--- config.mk ---
export PLATFORM = sky130hd
export DESIGN_NAME = lut_neuron_loader
export DESIGN_NICKNAME = d
export VERILOG_FILES = /design/src/rtl/lut_neuron_loader.sv
export SDC_FILE = /design/constraint.sdc
export NUM_CORES = 1
export LEC_CHECK = 0
export CORE_ASPECT_RATIO = 1.25
export CORE_MARGIN = 5
export CORE_UTILIZATION = 52
export DETAILED_ROUTE_END_ITERATION = 8
export PLACE_DENSITY_LB_ADDON = 0.25
export SLEW_MARGIN = 15
export SYNTH_ARGS = -nofsm -noshare
export SYNTH_HDL_FRONTEND = slang
export SYNTH_SLANG_ARGS = --single-unit
--- constraint.sdc ---
create_clock -name clk -period 1.7 [get_ports clk]
set_input_delay 0.17 -clock clk [delete_from_list [all_inputs] [get_ports clk]]
set_output_delay 0.17 -clock clk [all_outputs]
set_load 0.1 [all_outputs]
--- src/rtl/lut_neuron_loader.sv ---
// lut_neuron_loader: runtime-loadable LUT neuron; a config stream fills the truth table, then lookups answer with one cycle of latency.
module lut_neuron_loader #(
    parameter int IN_BITS  = 6,
    parameter int OUT_BITS = 1,
    parameter int CFG_W    = 8
) (
    input  logic                clk,
    input  logic                rst_n,
    input  logic                cfg_start,
    input  logic                cfg_valid,
    output logic                cfg_ready,
    input  logic [CFG_W-1:0]    cfg_data,
    output logic                loaded,
    input  logic                in_valid,
    output logic                in_ready,
    input  logic [IN_BITS-1:0]  in_data,
    output logic                out_valid,
    input  logic                out_ready,
    output logic [OUT_BITS-1:0] out_data
);
    localparam int DEPTH = 1 << IN_BITS;
    localparam int TBITS = DEPTH * OUT_BITS;
    localparam int BEATS = TBITS / CFG_W;
    localparam int CW    = BEATS > 1 ? $clog2(BEATS) : 1;
    localparam logic [1:0] EMPTY = 2'd0, LOAD = 2'd1, RUN = 2'd2;

    logic [1:0]          state_q, state_d;
    logic [CW-1:0]       cnt_q, cnt_d;
    logic                loaded_q, loaded_d;
    logic [TBITS-1:0]    tbl_q, tbl_d;
    logic                out_valid_q, out_valid_d;
    logic [OUT_BITS-1:0] out_data_q, out_data_d;
    logic                cfg_acc, in_acc, last;
    logic [OUT_BITS-1:0] ent [DEPTH];

    for (genvar i = 0; i < DEPTH; i++) begin : g_ent
        assign ent[i] = tbl_q[i*OUT_BITS +: OUT_BITS];
    end

    assign cfg_ready = state_q == LOAD;
    assign in_ready  = state_q == RUN && (!out_valid_q || out_ready);
    assign cfg_acc   = cfg_valid && cfg_ready;
    assign in_acc    = in_valid && in_ready;
    assign last      = cnt_q == CW'(BEATS - 1);
    assign loaded    = loaded_q;
    assign out_valid = out_valid_q;
    assign out_data  = out_data_q;

    // A restart wins over completion, but the beat presented with it is still written.
    always_comb begin
        tbl_d = tbl_q;
        for (int k = 0; k < BEATS; k++)
            if (cfg_acc && cnt_q == CW'(k)) tbl_d[k*CFG_W +: CFG_W] = cfg_data;
        state_d     = cfg_start ? LOAD : (cfg_acc && last) ? RUN : state_q;
        cnt_d       = (cfg_start || (cfg_acc && last)) ? '0 : cfg_acc ? cnt_q + 1'b1 : cnt_q;
        loaded_d    = loaded_q | (cfg_acc && last && !cfg_start);
        out_valid_d = in_acc | (out_valid_q & !out_ready);
        out_data_d  = in_acc ? ent[in_data] : out_data_q;
    end

    always_ff @(posedge clk or negedge rst_n) begin
        if (!rst_n) begin
            state_q     <= EMPTY;
            cnt_q       <= '0;
            loaded_q    <= 1'b0;
            tbl_q       <= '0;
            out_valid_q <= 1'b0;
            out_data_q  <= '0;
        end else begin
            state_q     <= state_d;
            cnt_q       <= cnt_d;
            loaded_q    <= loaded_d;
            tbl_q       <= tbl_d;
            out_valid_q <= out_valid_d;
            out_data_q  <= out_data_d;
        end
    end
endmodule
==> impl_metrics.csv <==
group,metric,value,unit
status,status,"finished clean",
critical_path,cp_num_buf_inv,0,
floorplanning,num_rows,33,
floorplanning,fp.dieH,100,um
synthesis,ys_warn_count,0,
synthesis,synth_fp_nets,273,
critical_path,criticalPathCategory,"reg -> reg",
synthesis,synth_cell_types,30,
sta,maxSlewHeadroom,73.9,%
sta,fin_worst_skew,0.00983,ns
floorplanning,ios,25,
synthesis,synth_largest_area_cell,"dfrtp_1",
final_layout,fillers,466,
final_layout,num-nets-final,324,
critical_path,path_cells,"mux4_2, a2111oi_4, a31oi_1, nand4_1, o311ai_1",
floorplanning,initial_core_util,52.4,%
grt,grt_pass1_wl,12300,um
grt,track_usage,20.3,%
sta,whs,0.379,ns
synthesis,ys_seq_area_share,53.0,%
placement,hpwl,5080,um
sta,min_period_over_period,95.5,%
critical_path,critPathSlowestCell,"mux4_2",
clock_tree,cts_buffer_depth,2,
sta,max_freq,0.616,GHz
sta,period_needed,1.62,ns
critical_path,endpoint_kind,"flop",
clock_tree,clk_pin_slew,0.07,ns
drt,drt_wl_total,7500,um
critical_path,path_delay_family,"compound AO/OA/AOI/OAI gates",
sta,rsz0062_at_grt,"no",
clock_tree,clk_latency,0.35,ns
floorplanning,coreArea,6480,um^2
clock_tree,cts_made_buffers,9,
critical_path,required,1.92,ns
synthesis,synthCells,247,
sta,finalSetupViolations,0,
critical_path,critPathMaxFanout,2,
grt,grt_pass1_vias,2361,
grt,grt_max_degree,73,
grt,grt_overflow,0,
clock_tree,cts_sinks,72,
synthesis,syn_area,3400,um^2
power_and_ir_drop,power,4.46,mW
power_and_ir_drop,p_leak,2.24,nW
sta,tightestPinTransition,0.391,ns
drt,vias,2158,
critical_path,cp.arrival,1.84,ns
critical_path,start_kind,"flop",
drt,route.detailed.drc,0,
flow_run,cap_violations,0,
power_and_ir_drop,p_per_area,989,nW/um^2
placement,place_congestion,0.822,
final_layout,syn_to_final_growth,32.7,%
final_layout,layout_common_cells,"70 x dfrtp_1, 47 x mux2_4, 21 x mux2i_1, 19 x buf_4, 17 x mux2_1",
placement,place.port_buffers,24,
final_layout,mostFrequentLayoutCell,"dfrtp_1",
synthesis,synth.ff_latch_count,72,
floorplanning,die_width,82.3,um
final_layout,final_area,4510,um^2
clock_tree,cts_tree,"done",
drt,drt_iter0_markers,83,
sta,slew_viol_final,0,
synthesis,synth.area.top_cells,"dfrtp_1 53%, mux2_1 21%, mux2i_1 7.4%",
drt,ant_nets,0,
synthesis,synth_top_cell_area_share,53.0,%
synthesis,avgSynthCellArea,13.8,um^2
clock_tree,cts_max_level,3,
drt,wl_per_cell,19.2,um
critical_path,cpPeakStageDelay,0.51,ns
power_and_ir_drop,ir_worst_vdd,0.483,mV
clock_tree,cts-root-buf,"clkbuf_8",
final_layout,drive_above_1_share,39.3,%
drt,routed_via_density,5.53,
drt,drtPass1Iterations,4,
floorplanning,die-area,8260,um^2
grt,antenna_found_initial,0,
min_path,hold_class,"in -> async",
placement,dpl_cell_area,4210,um^2
sta,hold_violations,0,
final_layout,antenna_cells,0,
==> Yosys cell counts <==
| cell | count |
|---|---|
| a21o_1 | 1 |
| nor2b_1 | 4 |
| and4_1 | 1 |
| buf_2 | 2 |
| nand2_1 | 12 |
| nor2_1 | 5 |
| nor2b_4 | 1 |
| a31oi_1 | 1 |
| nand3b_1 | 1 |
| o311a_1 | 1 |
| nand4_1 | 1 |
| mux4_2 | 4 |
| o311ai_1 | 1 |
| nand3_1 | 4 |
| nand2b_1 | 2 |
| inv_1 | 6 |
| o21bai_1 | 1 |
| dfrtp_1 | 72 |
| mux2i_1 | 25 |
| and2_1 | 2 |
| a2111oi_4 | 1 |
| a22oi_1 | 9 |
| buf_4 | 1 |
| a21oi_1 | 10 |
| clkbuf_1 | 2 |
| nor3_1 | 3 |
| mux2_1 | 64 |
| ha_1 | 6 |
| buf_6 | 3 |
| a22o_1 | 1 |
==> where the power goes <==
part           total [mW]  internal, mW  leakage [nW]  switching (mW)
clock network        1.49         0.834         0.103           0.652
logic               0.855         0.530          1.20           0.324
registers            2.12          1.97         0.937           0.154
total                4.46          3.33          2.24            1.13
==> flip-flops by register name, indices dropped and copies added, names as in the netlist <==
name,flops
out_data,1
state_q,2
cnt_q,3
tbl_q,64
loaded,1
out_valid,1
==> logic make-up (layout without fill, tap and decap cells) <==
| kind of cell | Yosys count | after routing | share of synthesized area, % |
|---|---|---|---|
| AOI/OAI and AO/OA | 26 | 26 | 5.71 |
| muxes | 93 | 93 | 31.2 |
| and+or+nand+nor | 36 | 36 | 5.45 |
| buffers and inverters | 14 | 70 | 2.39 |
| adders and majority gates | 6 | 6 | 2.21 |
| DFF | 72 | 72 | 53.0 |
==> repair_timing <==
item | CTS | global route
pin swaps | 0 | 3
hold buffers | 1 | 0
gates resized for setup | 1 | 9
hold endpoints to repair | 72 | 0
setup endpoints to repair | 1 | 3
setup buffers | 0 | 5
==> layer usage <==
layer	global-route usage [%]	routed length, um	vias up
met5	0	0	-
met4	6.14	99	0
met3	4.94	311	11
met2	32.8	3820	39
met1	27.0	3270	1109
li1	-	-	999
==> worst reg2reg max path, delay by kind of cell (launching register included) <==
family,cells,cell delay (ns)
AO/OA/AOI/OAI,3,0.52
flip-flops,1,0.39
multiplexers,1,0.51
AND/OR/NAND/NOR,1,0.10
==> final timing paths <==
path | from | endpoint | slack [ns] | depth (start not counted)
max | tbl_q[29]$_DFFE_PN0P_ | out_data$_DFFE_PN0P_ | 0.08 | 5
min | rst_n | tbl_q[9]$_DFFE_PN0P_ | 0.38 | 3
max reg2reg | tbl_q[29]$_DFFE_PN0P_ | out_data$_DFFE_PN0P_ | 0.08 | 5
min reg2reg | loaded$_DFF_PN0_ | loaded$_DFF_PN0_ | 0.49 | 1
max in group asynchronous | rst_n | out_valid$_DFF_PN0_ | 1.01 | 3
min in group clk | in_valid | out_valid$_DFF_PN0_ | 0.48 | 3
==> area by class of cell <==
cell class                 instances  area, um^2  area share [%]
multi-input combinational        161        1840            40.8
tap                               87         109            2.41
clock buffer                      10         128            2.83
inverter                           6        22.5           0.499
timing repair buffer              48         510            11.3
clock inverter                     6        92.6            2.05
sequential                        72        1810            40.1
==> stage by stage <==
step	std cells	setup slack (ns)	TNS, ns	util [%]
floorplan	247	-0.402	-17.08	-
global placement	368	-0.360	-0.360	65.0
detailed placement	368	-0.369	-0.369	65.0
CTS	385	0.0195	0	68.5
global route	390	0.00489	0	69.6
finish	390	0.0759	0	69.6
(Power assumes the default switching activity.)
